===== config.mk =====
export PLATFORM = sky130hd
export DESIGN_NAME = mips_instr_encoder
export DESIGN_NICKNAME = d
export VERILOG_FILES = /design/src/rtl/mips_instr_encoder_pkg.sv /design/src/rtl/mips_instr_encoder_instr_pack.sv /design/src/rtl/mips_instr_encoder.sv
export SDC_FILE = /design/constraint.sdc
export NUM_CORES = 1
export LEC_CHECK = 0
export ABC_AREA = 1
export CORE_MARGIN = 1.5
export CORE_UTILIZATION = 40
export CTS_BUF_LIST = sky130_fd_sc_hd__clkbuf_16
export CTS_CLUSTER_DIAMETER = 80
export DETAILED_ROUTE_END_ITERATION = 10
export PLACE_DENSITY = 0.82
export SYNTH_ARGS = -nofsm -noshare
export SYNTH_HDL_FRONTEND = slang
export SYNTH_HIERARCHICAL = 1
export SYNTH_SLANG_ARGS = --single-unit

===== constraint.sdc =====
create_clock -name clk -period 1.4 [get_ports clk]
set_input_delay 0.21 -clock clk [delete_from_list [all_inputs] [get_ports clk]]
set_output_delay 0.21 -clock clk [all_outputs]
set_load 0.01 [all_outputs]

===== src/rtl/mips_instr_encoder_pkg.sv =====
// rtl/mips_instr_encoder_pkg.sv - shared types and constants for the MIPS instruction encoder
// Purpose: op-select enum, MIPS opcode/func constants and encoder FSM state enum.
// Ports: none (package enc_pkg).
package enc_pkg;

  typedef enum logic [3:0] {
    OP_ADD = 4'd0,
    OP_SUB = 4'd1,
    OP_AND = 4'd2,
    OP_OR  = 4'd3,
    OP_SLT = 4'd4,
    OP_LW  = 4'd5,
    OP_SW  = 4'd6,
    OP_BEQ = 4'd7
  } op_e;

  localparam logic [5:0] OPC_RTYPE = 6'h00;
  localparam logic [5:0] OPC_LW    = 6'h23;
  localparam logic [5:0] OPC_SW    = 6'h2B;
  localparam logic [5:0] OPC_BEQ   = 6'h04;

  localparam logic [5:0] FN_ADD = 6'h20;
  localparam logic [5:0] FN_SUB = 6'h22;
  localparam logic [5:0] FN_AND = 6'h24;
  localparam logic [5:0] FN_OR  = 6'h25;
  localparam logic [5:0] FN_SLT = 6'h2A;

  typedef enum logic [1:0] {
    ST_IDLE  = 2'd0,
    ST_RUN   = 2'd1,
    ST_FLUSH = 2'd2,
    ST_DONE  = 2'd3
  } state_e;

endpackage


===== src/rtl/mips_instr_encoder_instr_pack.sv =====
// rtl/mips_instr_encoder_instr_pack.sv - combinational symbolic-instruction to MIPS word packer
// Purpose: packs op class and register/immediate fields into one 32-bit MIPS word.
// Ports: op[3:0], rs/rt/rd[4:0], imm[15:0] in; word[31:0], invalid (op 8..15) out.
module instr_pack
  import enc_pkg::*;
(
  input  logic [3:0]  op,
  input  logic [4:0]  rs,
  input  logic [4:0]  rt,
  input  logic [4:0]  rd,
  input  logic [15:0] imm,
  output logic [31:0] word,
  output logic        invalid
);

  always_comb begin
    word    = '0;
    invalid = 1'b0;
    case (op)
      OP_ADD:  word = {OPC_RTYPE, rs, rt, rd, 5'b0, FN_ADD};
      OP_SUB:  word = {OPC_RTYPE, rs, rt, rd, 5'b0, FN_SUB};
      OP_AND:  word = {OPC_RTYPE, rs, rt, rd, 5'b0, FN_AND};
      OP_OR:   word = {OPC_RTYPE, rs, rt, rd, 5'b0, FN_OR};
      OP_SLT:  word = {OPC_RTYPE, rs, rt, rd, 5'b0, FN_SLT};
      OP_LW:   word = {OPC_LW, rs, rt, imm};
      OP_SW:   word = {OPC_SW, rs, rt, imm};
      OP_BEQ:  word = {OPC_BEQ, rs, rt, imm};
      default: invalid = 1'b1;
    endcase
  end

endmodule


===== src/rtl/mips_instr_encoder.sv =====
// rtl/mips_instr_encoder.sv - streaming symbolic-instruction encoder writing MIPS words to imem
// Purpose: accepts instructions over valid/ready, encodes them and writes them sequentially
//   into instruction memory from a programmed base address. Optional macro ENC_CHECKSUM_EN
//   adds a running XOR checksum output of all words written in the session.
// Ports: clk, reset (sync, active-high); start/base_addr session control; in_valid/in_ready,
//   in_op/in_rs/in_rt/in_rd/in_imm/in_last instruction stream; imem_we/imem_addr/imem_wdata
//   write port; busy, done, overflow, err, word_count status; checksum (ENC_CHECKSUM_EN only).
module mips_instr_encoder
  import enc_pkg::*;
#(
  parameter int AW = 8,
  parameter int DW = 32
) (
  input  logic          clk,
  input  logic          reset,
  input  logic          start,
  input  logic [AW-1:0] base_addr,
  input  logic          in_valid,
  output logic          in_ready,
  input  logic [3:0]    in_op,
  input  logic [4:0]    in_rs,
  input  logic [4:0]    in_rt,
  input  logic [4:0]    in_rd,
  input  logic [15:0]   in_imm,
  input  logic          in_last,
  output logic          imem_we,
  output logic [AW-1:0] imem_addr,
  output logic [DW-1:0] imem_wdata,
  output logic          busy,
  output logic          done,
  output logic          overflow,
  output logic          err,
  output logic [AW:0]   word_count
`ifdef ENC_CHECKSUM_EN
  ,
  output logic [DW-1:0] checksum
`endif
);

  if (DW != 32) begin : g_bad_dw
    $error("mips_instr_encoder: DW must be 32");
  end

  localparam logic [AW-1:0] ADDR_MAX = '1;

  state_e        state_q, state_d;
  logic [AW-1:0] addr_q;
  logic          pend_q;
  logic [DW-1:0] word_q;
  logic [AW:0]   cnt_q;
  logic          ovf_q;
  logic          err_q;
  logic [31:0]   pk_word;
  logic          pk_invalid;
  logic          accept;
  logic          last_slot;
  logic [AW-1:0] tgt_addr;

  instr_pack u_pack (
    .op      (in_op),
    .rs      (in_rs),
    .rt      (in_rt),
    .rd      (in_rd),
    .imm     (in_imm),
    .word    (pk_word),
    .invalid (pk_invalid)
  );

  assign accept = in_valid & in_ready;

  // Address the word accepted now will be written to: a write still in flight this
  // cycle advances addr_q first.
  assign tgt_addr  = addr_q + AW'(pend_q);
  assign last_slot = accept & ~pk_invalid & (tgt_addr == ADDR_MAX);

  always_ff @(posedge clk) begin
    if (reset) state_q <= ST_IDLE;
    else       state_q <= state_d;
  end

  always_comb begin
    state_d = state_q;
    case (state_q)
      ST_IDLE:  if (start) state_d = ST_RUN;
      ST_RUN:   if (accept && (in_last || last_slot)) state_d = ST_FLUSH;
      ST_FLUSH: state_d = ST_DONE;
      ST_DONE:  state_d = ST_IDLE;
      default:  state_d = ST_IDLE;
    endcase
  end

  always_comb begin
    in_ready = 1'b0;
    busy     = 1'b1;
    done     = 1'b0;
    case (state_q)
      ST_IDLE: busy     = 1'b0;
      ST_RUN:  in_ready = 1'b1;
      ST_DONE: done     = 1'b1;
      default: ;
    endcase
  end

  always_ff @(posedge clk) begin
    if (reset) begin
      addr_q <= '0;
      pend_q <= 1'b0;
      word_q <= '0;
      cnt_q  <= '0;
      ovf_q  <= 1'b0;
      err_q  <= 1'b0;
    end else begin
      pend_q <= accept & ~pk_invalid;
      if (accept && !pk_invalid) word_q <= pk_word;
      if (accept && pk_invalid) err_q <= 1'b1;
      if (pend_q) begin
        cnt_q <= cnt_q + (AW+1)'(1);
        // The top word is the last one ever written; addr_q parks there instead of wrapping.
        if (addr_q == ADDR_MAX) ovf_q <= 1'b1;
        else                    addr_q <= addr_q + AW'(1);
      end
      if (state_q == ST_IDLE && start) begin
        addr_q <= base_addr;
        cnt_q  <= '0;
        ovf_q  <= 1'b0;
        err_q  <= 1'b0;
      end
    end
  end

`ifdef ENC_CHECKSUM_EN
  logic [DW-1:0] csum_q;
  always_ff @(posedge clk) begin
    if (reset)                            csum_q <= '0;
    else if (state_q == ST_IDLE && start) csum_q <= '0;
    else if (pend_q)                      csum_q <= csum_q ^ word_q;
  end
  assign checksum = csum_q;
`endif

  assign imem_we    = pend_q;
  assign imem_addr  = addr_q;
  assign imem_wdata = word_q;
  assign overflow   = ovf_q;
  assign err        = err_q;
  assign word_count = cnt_q;

endmodule


==> results of run 1 <==
cells by family (layout without fill, tap and decap cells):
family,Yosys count,count (layout),synth area share (%)
DFF,54,54,39.4
and+or+nand+nor,209,209,33.2
buffers and inverters,63,195,9.62
AOI/OAI and AO/OA,62,62,11.6
other,1,1,0.137
xor gates and xnor gates,4,4,1.28
adders and majority gates,9,9,4.10
muxes,2,2,0.730
per-layer routing:
layer	part of all wire, %	track usage (%)	vias to the layer above
met1	43	25.0	1380
li1	-	-	1527
met3	7.1	6.54	10
met5	0	0	-
met4	1.4	6.45	0
met2	48	36.4	90
worst min-delay path by stage:
stage	start	to	slack, ns	cells after the start
after CTS	overflow	overflow	0.47	1
final	overflow	overflow	0.46	1
after global routing	in_op[3]	err	0.49	4
after floorplan	reset	imem_we	0.28	1
after detailed placement	overflow	overflow	0.45	1
after global placement	overflow	overflow	0.45	1
final cells by class:
type                            count  share of cell area [%]
Sequential cell                    54                    24.7
Multi-Input combinational cell    287                    33.5
Timing Repair Buffer              142                    32.4
Clock buffer                        5                    2.82
Inverter                           45                    3.97
Clock inverter                      3                   0.338
Tap cell                           80                    2.25
cells in the mapped netlist, drive strengths merged:
| master | number |
|---|---|
| buf | 9 |
| xor2 | 2 |
| a21oi | 12 |
| and3 | 1 |
| o21a | 1 |
| nand4 | 3 |
| mux2i | 2 |
| o31ai | 1 |
| conb | 1 |
| inv | 44 |
| nand2 | 63 |
| o21ai | 46 |
| nor3b | 1 |
| nor2 | 119 |
| dfxtp | 54 |
| clkinv | 1 |
| ha | 9 |
| nor3 | 5 |
| xnor2 | 2 |
| clkbuf | 9 |
| a31oi | 2 |
| nand3 | 14 |
| or2 | 2 |
| nand3b | 1 |
critical path: stages, from the launching register on:
cell and delay, ns:
dfxtp_4 0.37, ha_4 0.17, ha_4 0.25, nand2_2 0.04
nor2_2 0.09, nand2_1 0.05, nor2_1 0.08, nand2_1 0.05
nand2_1 0.06, nand2_2 0.07, nand2_4 0.08, nand3_1 0.06
nand2_1 0.06, nor2_1 0.03
power by group through the flow:
stage / combinational, mW / clock [mW] / sequential [mW]
2_1_floorplan: 0.929 / 0 / 2.07
6_report: 2.14 / 1.22 / 2.00
3_5_place_dp: 2.11 / 0 / 2.01
4_1_cts: 2.08 / 1.24 / 1.99
5_1_grt: 2.37 / 1.30 / 2.03
3_3_place_gp: 2.04 / 0 / 2.01
repair_timing:
item,4_1_cts,5_1_grt
hold buffers,0,0
pin swaps,1,3
buffers inserted,1,0
gates cloned,0,1
setup endpoints to repair,43,76
gates resized for setup,42,42
flip-flops by register name, summed over array words and instances (netlist names):
signal      cells
state_q         2
imem_wdata     32
err             1
word_count      9
overflow        1
imem_we         1
imem_addr       8
through the flow:
stage	setup slack [ns]	TNS, ns	cells	hold WS, ns	util (%)
finish	-0.173	-1.26	616	0.460	66.1
global route	-0.278	-2.74	616	0.495	66.1
CTS	-0.181	-1.52	615	0.469	64.2
detailed placement	-0.269	-7.24	606	0.453	61.9
global placement	-0.173	-4.86	606	0.449	61.9
floorplan	-0.0769	-0.468	404	0.282	-
==> flow_summary.toml, run 1 <==
[power_and_ir_drop]
p_int_mw = 3.52
p_total_mw = 5.35
power.switching_mw = 1.83
vdd_drop_max_mv = 0.555
switching_share_pct = 34.2
pwr-share-comb_pct = 39.9
power.density_nw_per_um2 = 1210
p_leak_nw = 2.51
seqPwrFrac_pct = 37.3
power.share.clock_pct = 22.8

[synthesis]
yosysSeqAreaShare_pct = 39.4
synthCells = 404
yosysWarningCount = 6
ys_types = 35
synth_top_cell_area_share_pct = 39.4
synth_top_cell_by_area = "dfxtp_1"
netlist_area_um2 = 2740
syn_area_per_cell_um2 = 6.79
synth_top_cells_by_area = "dfxtp_1 39%, nor2_1 15%, o21ai_0 8.0%"
ys_ff_latch = 54
syn_nets = 461

[setup_path]
endpoint = "state_q[0]"
r2r_cells = 13
worstPathMaxFanout = 4
critical_path_class = "register to register"
startpoint = "imem_addr[0]"
r2r_end = "state_q[0]"
cp.arrival_ns = 1.76
r2r_slack_ns = -0.17
r2r_start = "imem_addr[0]"
worst_setup_path_start_kind = "register"
worst_setup_path_end_kind = "register"
cp_data_required_time_ns = 1.58

[routing]
via_count = 3007
drtPass1Iterations = 4
detail-route-antenna-nets = 0
drt_first_iter_violations = 75
remaining_drc_errors = 0
postRouteWirelength_um = 7550
vias_per_cell = 4.88
wl_per_cell_um = 12.3

[sta]
post-route-min-period_ns = 1.57
worst_slack_ns = -0.173
rsz0062_at_grt = "true"
timing.fmax_mhz = 636
hold_violations = 0
setup_violations = 11
final.setup_skew_ns = 0.00600
drv_slew = 0
period_share_pct = 112

[global_routing]
grt_pass1_wl_um = 12600
overflow = 0
grt_max_degree = 33
grt_pass1_vias = 2809
antenna_found_initial = 0
track_usage_pct = 21.0

[die]
dieArea_um2 = 7370
row_count = 30
core_um2 = 6720
io_pins = 103
initial_core_util_pct = 40.8
die_height_um = 85.8
die_w_um = 85.8

[run_status]
failed_checks = "negative setup slack"
outcome = "complete, but fails checks"

[cells_and_area]
design_area_um2 = 4440
diodes = 0
final_cell_mix = "108 x nor2_1, 55 x clkdlybuf4s50_1, 52 x nand2_1"
nFillCells = 564
multi_input_area_um2 = 1490
drive_above_1_share_pct = 17.7
final_common_cell = "nor2_1"
syn2layout_area_growth_pct = 61.8
seq_area_um2 = 1100
fin_nets = 592

[clock_network]
numCtsBuffers = 5
clkLatencyLatePin_ns = 0.29
cts_tree = "built"
cts_buffer_depth = 2
cts-root-buf = "clkbuf_16"
clk_pin_slew_worst_paths_ns = 0.07
cts_htree_levels = 2
cts.sinks = 54

[job]
maxCapViolations = 0

[worst_hold_path]
hold_class = "register to register"

[placement]
placedInstanceArea_um2 = 4160
gp_congestion = 0.907
io_buffers = 102
dp_hpwl_um = 5670
Power figures use the tool's default switching activity.
==> inputs of run 2 (changes only) <==
- CAP_MARGIN: unset -> 15
- CORE_UTILIZATION: 40 -> 38
- SYNTH_HIERARCHICAL: 1 -> unset
==> run 2 against run 1 <==
- the flow still finishes with violations (negative setup slack)
- clock power rose by 4%
- critical endpoint unchanged
- critical path type unchanged
- largest power group unchanged
- critical path depth down 2
- cell count down 10%
- synthesized cell count shrank 18%
- sequential cell count decreased by 3
- clock skew decreased by 0.0026 ns
==> flow_summary.toml, run 2 <==
[setup_path]
critical_path_class = "register to register"
r2r_cells = 11
cp.arrival_ns = 1.71
worstPathMaxFanout = 4
r2r_start = "imem_addr[0]"
worst_setup_path_end_kind = "register"
worst_setup_path_start_kind = "register"
startpoint = "imem_addr[0]"
cp_data_required_time_ns = 1.58

[routing]
top_layer = "met4"
drt_first_iter_violations = 79
route.met3.wl_um = 502
wl_met2_um = 3840
vias_per_cell = 4.99
via_count = 2764
remaining_drc_errors = 0
wl_per_cell_um = 13.9
detail-route-antenna-nets = 0
postRouteWirelength_um = 7670
wl_met1_um = 3210
drtPass1Iterations = 4

[cells_and_area]
diodes = 0
nFillCells = 474
syn2layout_area_growth_pct = 77.0
drive_above_1_share_pct = 24.2
fin_nets = 536
final_cell_mix = "61 x nand2_1, 55 x clkdlybuf4s50_1, 54 x nor2_1"
final_common_cell = "nand2_1"
largest_reg_flops = 29
layoutNonFillerInstCount = 554
design_area_um2 = 4300
final_core_util_pct = 71.0

[global_routing]
track_usage_pct = 21.7
overflow = 0
grt_pass1_wl_um = 12600
grt_pass1_vias = 2757
grt_max_degree = 24
antenna_found_initial = 0

[sta]
hold_violations = 0
post-route-min-period_ns = 1.53
period_share_pct = 109
timing.fmax_mhz = 653
drv_slew = 0
final.setup_skew_ns = 0.00338
setup_violations = 11
worst_slack_ns = -0.132
setup-tns-final_ns = -0.735
rsz0062_at_grt = "true"

[worst_hold_path]
min_from = "imem_wdata[6]"
hold_depth = 2
hold_class = "register to register"

[power_and_ir_drop]
p_int_mw = 3.46
switching_share_pct = 33.5
p_total_mw = 5.20
power.share.clock_pct = 24.4
seqPwrFrac_pct = 35.4
power.switching_mw = 1.74
pwr-share-comb_pct = 40.2
vdd_drop_max_mv = 0.892
p_leak_nw = 2.18
power.density_nw_per_um2 = 1210

[die]
io_pins = 103
core_um2 = 6060
row_count = 28
initial_core_util_pct = 40.1
dieArea_um2 = 6880
die_w_um = 83.0
die_height_um = 83.0

[synthesis]
synth_top_cells_by_area = "dfxtp_1 42%, nand2_1 10%, nor2_1 9.7%"
synthCells = 333
ys_types = 35
syn_nets = 390
synth_edf_count = 0
netlist_area_um2 = 2430
ys_ff_latch = 51
synth_flop_cell = "dfxtp_1"
synthArstFlopShare_pct = 0
synth_common_cells = "66 x nand2_1, 63 x nor2_1, 51 x dfxtp_1, 27 x inv_1, 26 x o21ai_0"
synth_top_cell_by_area = "dfxtp_1"
yosysSeqAreaShare_pct = 42.0
syn_area_per_cell_um2 = 7.30
yosysMostFrequentCell = "nand2_1"
synth_top_cell_area_share_pct = 42.0
yosysWarningCount = 0

[run_status]
outcome = "complete, but fails checks"
failed_checks = "negative setup slack"

[job]
maxCapViolations = 0

[placement]
placedInstanceArea_um2 = 3810
gp_congestion = 0.899
io_buffers = 101
dp_hpwl_um = 5480
placed_cells = 535

[clock_network]
cts_buffer_depth = 2
clkLatencyLatePin_ns = 0.28
hold_buffers = 0
cts-root-buf = "clkbuf_16"
cts_tree = "built"
cts_htree_levels = 2
clk_pin_slew_worst_paths_ns = 0.07
numCtsBuffers = 5
cts.sinks = 51
[run 2: cell count changes in the layout (fill, tap and decap cells not counted), moves of 3 or more]
cell	delta
nor2_1	-54
buf_4	+16
o21ai_0	-16
inv_1	-15
nand2_1	+9
o211ai_1	+6
o21ai_1	-6
a21oi_1	+5
a31oi_1	+5
buf_12	-4
nand2_2	-4
nor3_1	-4
dfxtp_1	-3
nand3_2	+3
[run 2: power by group through the flow]
stage                     clock network (mW)  registers, mW  logic [mW]
final                                   1.27           1.84        2.09
after global routing                    1.36           1.87        2.28
after CTS                               1.29           1.82        1.90
after detailed placement                   0           1.83        1.88
after global placement                     0           1.83        1.82
after floorplan                            0           1.91       0.812
[run 2: per-stage QoR]
| stage | worst slack, ns | hold WS, ns |
|---|---|---|
| floorplan | -0.0417 | 0.354 |
| global placement | -0.209 | 0.450 |
| detailed placement | -0.253 | 0.456 |
| CTS | -0.129 | 0.468 |
| global route | -0.215 | 0.487 |
| finish | -0.132 | 0.464 |
[run 2: logic make-up (layout without fill, tap and decap cells)]
kind of cell,after synthesis,in the layout,share of synthesized area (%)
and+or+nand+nor,160,160,28.5
AOI/OAI and AO/OA,66,66,15.8
adders and majority gates,9,9,4.63
DFF,51,51,42.0
buffers and inverters,44,190,8.14
xor gates and xnor gates,1,1,0.361
other,1,1,0.154
muxes,1,1,0.412
[run 2: cell type report]
class	count	area, um^2	share of cell area [%]
Clock inverter	1	3.75	0.0873
Multi-Input combinational cell	238	1420	33.1
Tap cell	75	93.8	2.18
Timing Repair Buffer	155	1480	34.4
Inverter	28	110	2.56
Sequential cell	51	1040	24.2
Clock buffer	6	150	3.49
[run 2: timing repair]
| action | CTS | global route |
|---|---|---|
| resized for setup | 44 | 65 |
| setup buffers | 6 | 5 |
| gates cloned | 0 | 1 |
| endpoints found under the setup margin | 51 | 63 |
| pin swaps | 7 | 17 |
[run 2: worst max-delay path, cell delays in order, from the launching register on]
cell and delay [ns]:
dfxtp_4 0.37, ha_4 0.17, ha_4 0.26, nand3_2 0.07, nor2_1 0.08, nand3_1 0.08, nand2_1 0.06, nand2_1 0.05
nand2_2 0.11, nand3_2 0.07, nand2_1 0.06, nor2_1 0.04
[run 2: path summary, 6_finish.rpt]
path	end	slack [ns]
setup / recovery	state_q[0]	-0.13
setup reg to reg	state_q[0]	-0.13
hold reg to reg	imem_wdata[6]	0.46
hold / removal	imem_wdata[6]	0.46
[run 2: routing by layer]
metal,vias to the layer above,track usage (%)
li1,1370,-
met1,1259,26.1
met2,117,39.5
met3,18,4.47
met4,0,5.15
met5,-,0
==> inputs of run 3 (changes only) <==
- CORE_MARGIN: 1.5 -> 5
- CORE_UTILIZATION: 38 -> 47
- DONT_BUFFER_PORTS: unset -> 1
- PLACE_DENSITY: 0.82 -> 0.7
- SLEW_MARGIN: unset -> 20
==> run 3 against run 2 <==
- the run still ends with negative setup slack left
- sequential share of layout area up 7.5 points
- non-clock buffer count down 95
- sequential power about the same
- hold slack worse by 0.40 ns
- largest power group is now registers
- routed wire length down 16%
- maximum frequency up 4.2%
- first-iteration DRC count down 20%
- clock power up 9%
- critical path type unchanged
- core utilization down 6.7 points
- critical endpoint unchanged
- sequential cell count unchanged
- combinational power down 23%
- critical path depth unchanged
==> flow_summary.toml, run 3 (synthesized netlist as in run 2, its figures left out) <==
[clock_network]
clkLatencyLatePin_ns = 0.29
cts_buffer_depth = 2
numCtsBuffers = 5
clk_pin_slew_worst_paths_ns = 0.07
cts-root-buf = "clkbuf_16"
cts_htree_levels = 2
cts.sinks = 51
cts_tree = "built"

[sta]
whs_ns = 0.0604
setup_violations = 10
worst_slack_ns = -0.0697
period_share_pct = 105
hold_violations = 0
relSlewSlack_pct = 63.6
drv_slew = 0
final.setup_skew_ns = 0.00413
rsz0062_at_grt = "true"
post-route-min-period_ns = 1.47
worst_slew_pin_slew_ns = 0.544
timing.fmax_mhz = 680

[setup_path]
critical_path_class = "register to register"
cp_data_required_time_ns = 1.58
worst_setup_path_end_kind = "register"
worstPathMaxFanout = 4
crit_family = "simple AND/OR/NAND/NOR gates"
cp_slowest_cell = "dfxtp_4"
cpMostUsedCell = "nand2_1"
path_buf_inv = 0
worst_setup_path_start_kind = "register"
cp.arrival_ns = 1.65
max_stage_delay_ns = 0.37
cp_cell_sequence = "ha_4 > ha_4 > nand3_2 > nor2_1 > nand3_1 > nand2_1 > nand2_1 > nand2_2 > nand3_2 > nand2_1 > nor2_1"

[cells_and_area]
multi_input_area_um2 = 1380
drive_above_1_share_pct = 29.1
seq_area_um2 = 1030
nFillCells = 452
final_cell_mix = "62 x nand2_1, 56 x nor2_1, 54 x buf_4"
final_core_util_pct = 64.3
syn2layout_area_growth_pct = 34.3
fin_nets = 441
largest_reg_flops = 29
design_area_um2 = 3260
diodes = 0
final_common_cell = "nand2_1"

[run_status]
outcome = "complete, but fails checks"
failed_checks = "negative setup slack"

[power_and_ir_drop]
seqPwrFrac_pct = 38.5
power.density_nw_per_um2 = 1490
pwr-share-comb_pct = 33.0
power.share.clock_pct = 28.5
p_int_mw = 3.24
p_leak_nw = 1.32
power.switching_mw = 1.62
switching_share_pct = 33.4
vdd_drop_max_mv = 0.757

[job]
maxCapViolations = 0

[routing]
postRouteWirelength_um = 6480
via_count = 2320
remaining_drc_errors = 0
vias_per_cell = 5.10
drtPass1Iterations = 4
drt_first_iter_violations = 63
wl_per_cell_um = 14.2
detail-route-antenna-nets = 0

[die]
row_count = 26
io_pins = 103
dieArea_um2 = 6710
initial_core_util_pct = 47.9
die_w_um = 81.9
core_um2 = 5070
die_height_um = 81.9

[placement]
placedInstanceArea_um2 = 2840
pre_cts_ws_ns = -0.0912
io_buffers = 0
dp_hpwl_um = 4900
gp_congestion = 0.872

[global_routing]
grt_max_degree = 17
antenna_found_initial = 0
grt_pass1_vias = 2213
overflow = 0
grt_pass1_wl_um = 10100
track_usage_pct = 19.2

[worst_hold_path]
hold_class = "primary input to register"
## run 3: cell types whose count changed in the layout (fill, tap and decap cells not counted), moves of 6 or more
cell             delta
clkdlybuf4s50_1    -55
o21ai_0             -7
dlygate4sd2_1      -19
buf_4               +6
dlymetal6s2s_1     -24
o21ai_1             +7
## run 3: path summary, 6_finish.rpt
kind                       start        endpoint  slack [ns]  cells past startpoint
setup reg to reg    imem_addr[0]      state_q[0]       -0.07                     11
hold / removal          in_rs[3]  imem_wdata[24]        0.06                      2
setup / recovery    imem_addr[0]      state_q[0]       -0.07                     11
hold reg to reg   imem_wdata[10]  imem_wdata[10]        0.52                      2
## run 3: layer usage
| layer | track usage (%) | part of all wire (%) |
|---|---|---|
| met1 | 21.6 | 41 |
| met2 | 34.1 | 50 |
| met3 | 7.02 | 8.3 |
| met4 | 4.82 | 0.48 |
| met5 | 0 | 0 |
## run 3: what timing repair did
action	in CTS	in global routing
hold buffers	1	0
setup buffers	5	7
endpoints found under the setup margin	37	46
pin swaps	6	13
cloned	0	0
gates resized for setup	18	32
endpoints found under the hold margin	14	0
## run 3: worst reg2reg max path, cell delays in order (launching register included)
cell     delay (ns)
dfxtp_4        0.37
ha_4           0.17
ha_4           0.26
nand3_2        0.06
nor2_1         0.08
nand3_1        0.07
nand2_1        0.06
nand2_1        0.05
nand2_2        0.10
nand3_2        0.06
nand2_1        0.06
nor2_1         0.04
## run 3: layout make-up
class,count,area share (%)
clock buffer,5,3.83
clock inverter,3,1.30
inverter,28,3.37
multi-input combinational,238,42.4
sequential,51,31.7
tap,70,2.68
timing repair buffer,60,14.7
## run 3: power by group through the flow
stage | Combinational (mW) | Clock (mW) | Sequential [mW]
floorplan | 0.812 | 0 | 1.91
global placement | 1.41 | 0 | 1.87
detailed placement | 1.44 | 0 | 1.88
CTS | 1.51 | 1.41 | 1.86
global route | 1.78 | 1.48 | 1.89
finish | 1.60 | 1.38 | 1.87
## run 3: stage by stage
stage | power [mW] | cells | setup TNS [ns]
3_5_place_dp | 3.32 | 434 | -1.03
3_3_place_gp | 3.28 | 434 | -0.309
6_report | 4.86 | 455 | -0.480
4_1_cts | 4.78 | 448 | -0.348
2_1_floorplan | 2.72 | 333 | -0.200
5_1_grt | 5.15 | 455 | -2.40
